==> src/rtl/mult_pkg.sv <==
// rtl/mult_pkg.sv - shared types and helpers for the pipelined multiply unit
package mult_pkg;

  // RV32M multiply variants, encoded as their funct3 values
  typedef enum logic [2:0] {
    MUL    = 3'd0,
    MULH   = 3'd1,
    MULHSU = 3'd2,
    MULHU  = 3'd3
  } mult_op_e;

  // rs1 is treated as signed for MULH and MULHSU
  function automatic logic op1_is_signed(input logic [2:0] funct3);
    return (funct3 == MULH) || (funct3 == MULHSU);
  endfunction

  // rs2 is treated as signed only for MULH
  function automatic logic op2_is_signed(input logic [2:0] funct3);
    return (funct3 == MULH);
  endfunction

endpackage

==> src/rtl/mult_pipe_stage.sv <==
// rtl/mult_pipe_stage.sv - one valid/ready register slice with flush and reset
module mult_pipe_stage
  import mult_pkg::*;
#(
  parameter int XLEN  = 32,
  parameter int TAG_W = 6
) (
  input  logic             clk,
  input  logic             rst,
  input  logic             flush,
  input  logic             in_valid,
  input  logic [TAG_W-1:0] in_tag,
  input  logic [XLEN-1:0]  in_data,
  output logic             in_ready,
  input  logic             out_ready,
  output logic             out_valid,
  output logic [TAG_W-1:0] out_tag,
  output logic [XLEN-1:0]  out_data
);

  typedef struct packed {
    logic             valid;
    logic [TAG_W-1:0] tag;
    logic [XLEN-1:0]  data;
  } stage_t;

  stage_t st;

  // The slice can take a new entry when it is empty or its content moves on,
  // which lets bubbles collapse behind a stalled output.
  assign in_ready  = !st.valid || out_ready;
  assign out_valid = st.valid;
  assign out_tag   = st.tag;
  assign out_data  = st.data;

  // Register update: reset clears everything, flush only kills the valid bit
  always_ff @(posedge clk) begin
    if (!rst) begin
      st <= '0;
    end else if (flush) begin
      st.valid <= 1'b0;
    end else if (in_ready) begin
      st.valid <= in_valid;
      if (in_valid) begin
        st.tag  <= in_tag;
        st.data <= in_data;
      end
    end
  end

endmodule

==> src/rtl/mult_pipe_unit.sv <==
// rtl/mult_pipe_unit.sv - pipelined RV32M multiply unit with CDB handshake; option MULT_EARLY_TAG_EN
module mult_pipe_unit
  import mult_pkg::*;
#(
  parameter int XLEN    = 32,
  parameter int TAG_W   = 6,
  parameter int LATENCY = 3,
  parameter int CNT_W   = $clog2(LATENCY + 1)
) (
  input  logic             clk,
  input  logic             rst,
  input  logic             issue_valid,
  output logic             issue_ready,
  input  logic [XLEN-1:0]  op1,
  input  logic [XLEN-1:0]  op2,
  input  logic [2:0]       funct3,
  input  logic [TAG_W-1:0] tag_in,
  input  logic             flush,
  input  logic             cdb_grant,
  output logic [XLEN-1:0]  res,
  output logic [TAG_W-1:0] tag_out,
  output logic             tag_out_valid,
  output logic [CNT_W-1:0] occupancy,
`ifdef MULT_EARLY_TAG_EN
  output logic [TAG_W-1:0] early_tag,
  output logic             early_tag_valid,
`endif
  output logic             branch,
  output logic             branch_taken,
  output logic             jalr,
  output logic             store_pc
);

  if (LATENCY < 1) begin : g_bad_latency
    $error("mult_pipe_unit: LATENCY must be at least 1");
  end

  assign branch       = 1'b0;
  assign branch_taken = 1'b0;
  assign jalr         = 1'b0;
  assign store_pc     = 1'b0;

  logic signed [XLEN:0]       a_ext;
  logic signed [XLEN:0]       b_ext;
  logic signed [2*XLEN+1:0]   prod;
  logic [XLEN-1:0]            prod_sel;
  logic                       unused_prod_top;

  // Product stage: one signed (XLEN+1)x(XLEN+1) multiply covers all variants
  always_comb begin
    a_ext = {op1_is_signed(funct3) & op1[XLEN-1], op1};
    b_ext = {op2_is_signed(funct3) & op2[XLEN-1], op2};
    prod  = a_ext * b_ext;
    case (funct3)
      MUL:                 prod_sel = prod[XLEN-1:0];
      MULH, MULHSU, MULHU: prod_sel = prod[2*XLEN-1:XLEN];
      default:             prod_sel = '0;
    endcase
  end

  assign unused_prod_top = ^prod[2*XLEN+1:2*XLEN];

  logic             stg_valid [LATENCY];
  logic [TAG_W-1:0] stg_tag   [LATENCY];
  logic [XLEN-1:0]  stg_data  [LATENCY];
  logic             stg_ready [LATENCY+1];
  logic             in_valid  [LATENCY];
  logic [TAG_W-1:0] in_tag    [LATENCY];
  logic [XLEN-1:0]  in_data   [LATENCY];

  assign stg_ready[LATENCY] = cdb_grant;

  for (genvar i = 0; i < LATENCY; i++) begin : g_stage
    if (i == 0) begin : g_first
      assign in_valid[i] = issue_valid;
      assign in_tag[i]   = tag_in;
      assign in_data[i]  = prod_sel;
    end else begin : g_rest
      assign in_valid[i] = stg_valid[i-1];
      assign in_tag[i]   = stg_tag[i-1];
      assign in_data[i]  = stg_data[i-1];
    end

    mult_pipe_stage #(
      .XLEN  (XLEN),
      .TAG_W (TAG_W)
    ) u_stage (
      .clk       (clk),
      .rst       (rst),
      .flush     (flush),
      .in_valid  (in_valid[i]),
      .in_tag    (in_tag[i]),
      .in_data   (in_data[i]),
      .in_ready  (stg_ready[i]),
      .out_ready (stg_ready[i+1]),
      .out_valid (stg_valid[i]),
      .out_tag   (stg_tag[i]),
      .out_data  (stg_data[i])
    );
  end

  logic capture;
  logic retire;

  assign issue_ready   = stg_ready[0];
  assign res           = stg_data[LATENCY-1];
  assign tag_out       = stg_tag[LATENCY-1];
  assign tag_out_valid = stg_valid[LATENCY-1];
  assign capture       = issue_valid && issue_ready && !flush;
  assign retire        = tag_out_valid && cdb_grant;

  // Occupancy tracks entries in flight; it mirrors the popcount of stage valids
  always_ff @(posedge clk) begin
    if (!rst || flush) begin
      occupancy <= '0;
    end else begin
      case ({capture, retire})
        2'b10:   occupancy <= occupancy + CNT_W'(1);
        2'b01:   occupancy <= occupancy - CNT_W'(1);
        default: occupancy <= occupancy;
      endcase
    end
  end

`ifdef MULT_EARLY_TAG_EN
  if (LATENCY < 2) begin : g_early_bad
    $error("mult_pipe_unit: MULT_EARLY_TAG_EN needs LATENCY of at least 2");
    assign early_tag       = '0;
    assign early_tag_valid = 1'b0;
  end else begin : g_early
    logic flush_q;

    // Remember a flush so the early request stays quiet the cycle after it
    always_ff @(posedge clk) begin
      if (!rst) begin
        flush_q <= 1'b0;
      end else begin
        flush_q <= flush;
      end
    end

    assign early_tag       = stg_tag[LATENCY-2];
    assign early_tag_valid = stg_valid[LATENCY-2] && !flush && !flush_q;
  end
`endif

endmodule

==> config.mk <==
export PLATFORM = sky130hd
export DESIGN_NAME = mult_pipe_unit
export DESIGN_NICKNAME = d
export VERILOG_FILES = /design/src/rtl/mult_pkg.sv /design/src/rtl/mult_pipe_stage.sv /design/src/rtl/mult_pipe_unit.sv
export SDC_FILE = /design/constraint.sdc
export NUM_CORES = 2
export LEC_CHECK = 0
export ABC_AREA = 1
export BUFFER_PORTS_ARGS = -buffer_cell sky130_fd_sc_hd__buf_2
export CAP_MARGIN = 5
export CELL_PAD_IN_SITES_DETAIL_PLACEMENT = 1
export CELL_PAD_IN_SITES_GLOBAL_PLACEMENT = 2
export CORE_MARGIN = 1.5
export CORE_UTILIZATION = 38
export DETAILED_ROUTE_END_ITERATION = 6
export PLACE_DENSITY_LB_ADDON = 0.1
export SYNTH_ARGS = -nofsm -noshare
export SYNTH_HDL_FRONTEND = slang
export SYNTH_HIERARCHICAL = 1
export SYNTH_SLANG_ARGS = --single-unit
==> constraint.sdc <==
create_clock -name clk -period 10.9 [get_ports clk]
set_input_delay 2.18 -clock clk [delete_from_list [all_inputs] [get_ports clk]]
set_output_delay 2.18 -clock clk [all_outputs]
set_load 0.05 [all_outputs]
==> results.yml <==
cells_and_area:
  fin_nets: 7287
  finish.utilization_pct: 40.5
  area_growth_pct: 5.99
  layout-drive-gt1-share_pct: 5.88
hold_path:
  min_path_type: "reg2reg"
worst_setup_path:
  slowest_stage: "fa_1"
  rrSetupSlack_ns: 7.67
  cp_data_arrival_time_ns: 10.82
  path_class: "in2reg"
  cpMostUsedCell: "inv_1"
  crit_required_ns: 11.26
  cp-start-kind: "input port"
  crit_path_end_kind: "flip-flop"
  crit_path_max_fanout: 11
  critPathMaxStageDelay_ns: 0.77
logic_synthesis:
  yosys-top-cells-count: "inv_1, nand2_1, fa_1"
  synth.most_common_cell: "inv_1"
  yosys.area_share.simple_pct: 18.4
  synthXorXnorAreaFrac_pct: 0.268
  muxShareOfSynthArea_pct: 0
  synth_edf_count: 0
  synth_top_area_share_pct: 49.2
  ys_top_cells_by_area: "fa_1, inv_1, nand2_1"
  synth_ff_type: "dfxtp_1"
  ys_seq_area_share_pct: 5.21
  synth_compound_area_share_pct: 3.66
  synth-adder-area-share_pct: 55.0
  synth_warnings: 6
  synth_top_family_by_area: "adder cells"
  ys_ff_latch: 119
  synth_cells: 5942
  netlist_area_sq_um: 45800
  syn_avg_cell_area_sq_um: 7.70
  synth-async-reset-ratio_pct: 0
  yosys.cell_types.count: 44
  yosysTopAreaCell: "fa_1"
sta:
  grt_setup_unrepaired: "false"
  fin_skew_ns: 0.00822
  timing.fmax_mhz: 95.5
  timing.hold.ws_ns: 0.477
  finalSetupViolations: 0
  timing.final.crit_period_ns: 10.47
  setup_ws_ns: 0.432
  finalCritPeriodShare_pct: 96.0
  maxSlewViolCount: 0
  hold_viol_final: 0
  relSlewSlack_pct: 21.4
  tightest_slew_ns: 1.18
clocking:
  clkSinkCount: 119
  cts_resized: 0
  clock_latency_ns: 0.42
  cts_setup_buffers: 0
  holdBufCountCts: 0
  clk_pin_slew_worst_paths_ns: 0.06
  tritoncts: "done"
  clock_path_buffers: 2
  htreeDepth: 4
  cts_buffers: 17
  cts-root-buf: "clkbuf_16"
status:
  outcome: "completed"
floorplanning:
  die_height_um: 350
  fp.coreArea_sq_um: 120000
  dieArea_sq_um: 123000
  io_pins: 124
  die_w_um: 350
  start_util_pct: 38.2
  rows: 127
global_route:
  grt_antenna_before_repair: 5
  grt_pass1_wl_um: 243000
  grt_pass1_vias: 40700
  grt_util_all_layers_pct: 25.9
  grt_start_max_net_pins: 84
  gr-total-overflow: 0
detailed_routing:
  post_drt_wl_per_cell_um: 20.2
  routed_wl_um: 151000
  drt_iter0_drc: 1577
  drtAntennaViolNets: 0
  via_per_inst: 4.81
  via_count: 36000
  first_pass_iters: 4
  drcViolationCount: 0
placed_design:
  hpwl_um: 130000
  portBuffers: 119
  gp_congestion: 0.898
  pre_cts_ws_ns: -0.0532
run:
  cap_violations: 0
[layout by cell type (no fill, tap or decap), types with 5 or more instances in the layout]
cell type  Yosys  final
nand3_2        5      5
xor2_1         7      7
nand4_1       22     22
nand3_1      204    204
nor2_1       285    285
dfxtp_1      119    119
inv_2         11     11
clkbuf_16      0     17
o21bai_1      14     14
o21ai_1       14     14
nor3_1        18     18
fa_1        1125   1125
inv_1       1729   1729
xnor2_1        7      7
nor2_2        13     13
buf_4         23    115
inv_6          0      7
nand2_1     1481   1478
o21ai_0       65     65
or2_2         12     12
buf_2         26    118
nand2_2       16     19
ha_1         213    213
a21oi_1      207    207
[per-layer routing]
| metal | up-vias | global-route usage [%] | share of wire [%] |
|---|---|---|---|
| met1 | 19000 | 35.9 | 47 |
| li1 | 16500 | - | - |
| met5 | - | 0 | 0.022 |
| met4 | 6 | 3.71 | 1.5 |
| met3 | 109 | 1.21 | 2.1 |
| met2 | 454 | 45.6 | 50 |
[sequential cells by signal, summed over array words and instances, names as in the netlist]
name,flops
occupancy,2
g_stage.u_stage/out_valid,3
g_stage.u_stage/out_tag,18
g_stage.u_stage/out_data,96
[stage by stage]
| step | std cells | cell area, sq um | TNS [ns] |
|---|---|---|---|
| detailed placement | 7464 | 47900 | -0.0532 |
| finish | 7498 | 48500 | 0 |
| global route | 7497 | 48500 | 0 |
| global placement | 7464 | 47900 | 0 |
| floorplan | 5945 | 45800 | 0 |
| CTS | 7496 | 48500 | 0 |
[final cells by class]
cell class | count | area (sq um)
sequential | 119 | 2380
fill | 14800 | 71100
inverter | 1740 | 6530
tap | 1612 | 2020
antenna | 2 | 5.00
clock buffer | 17 | 425
clock inverter | 15 | 189
multi-input combinational | 3756 | 35400
timing repair buffer | 237 | 1530
[final timing paths]
path / start / to / cells after the start
setup / recovery: op1[31] / g_stage[0].u_stage/out_data[15] / 35
hold / removal: g_stage[1].u_stage/out_data[4] / g_stage[1].u_stage/out_data[4] / 2
setup reg to reg: g_stage[2].u_stage/out_valid / occupancy[1] / 12
hold reg to reg: g_stage[1].u_stage/out_data[4] / g_stage[1].u_stage/out_data[4] / 2
[logic make-up after synthesis]
group / after synthesis
AOI/OAI and AO/OA: 318
xor gates and xnor gates: 14
adders and majority gates: 1338
buffers and inverters: 2070
DFF: 119
other: 1
and+or+nand+nor: 2082
[worst max-delay path, delay by kind of cell]
| family | cells | cell delay, ns |
|---|---|---|
| simple gates | 13 | 2.24 |
| buf+inv | 11 | 1.29 |
| fa+ha+maj | 9 | 4.72 |
| compound gates | 2 | 0.36 |
Power is left out: the tool's default activity adds up to more than one toggle a clock period on the data nets, which glitch-free logic cannot reach.
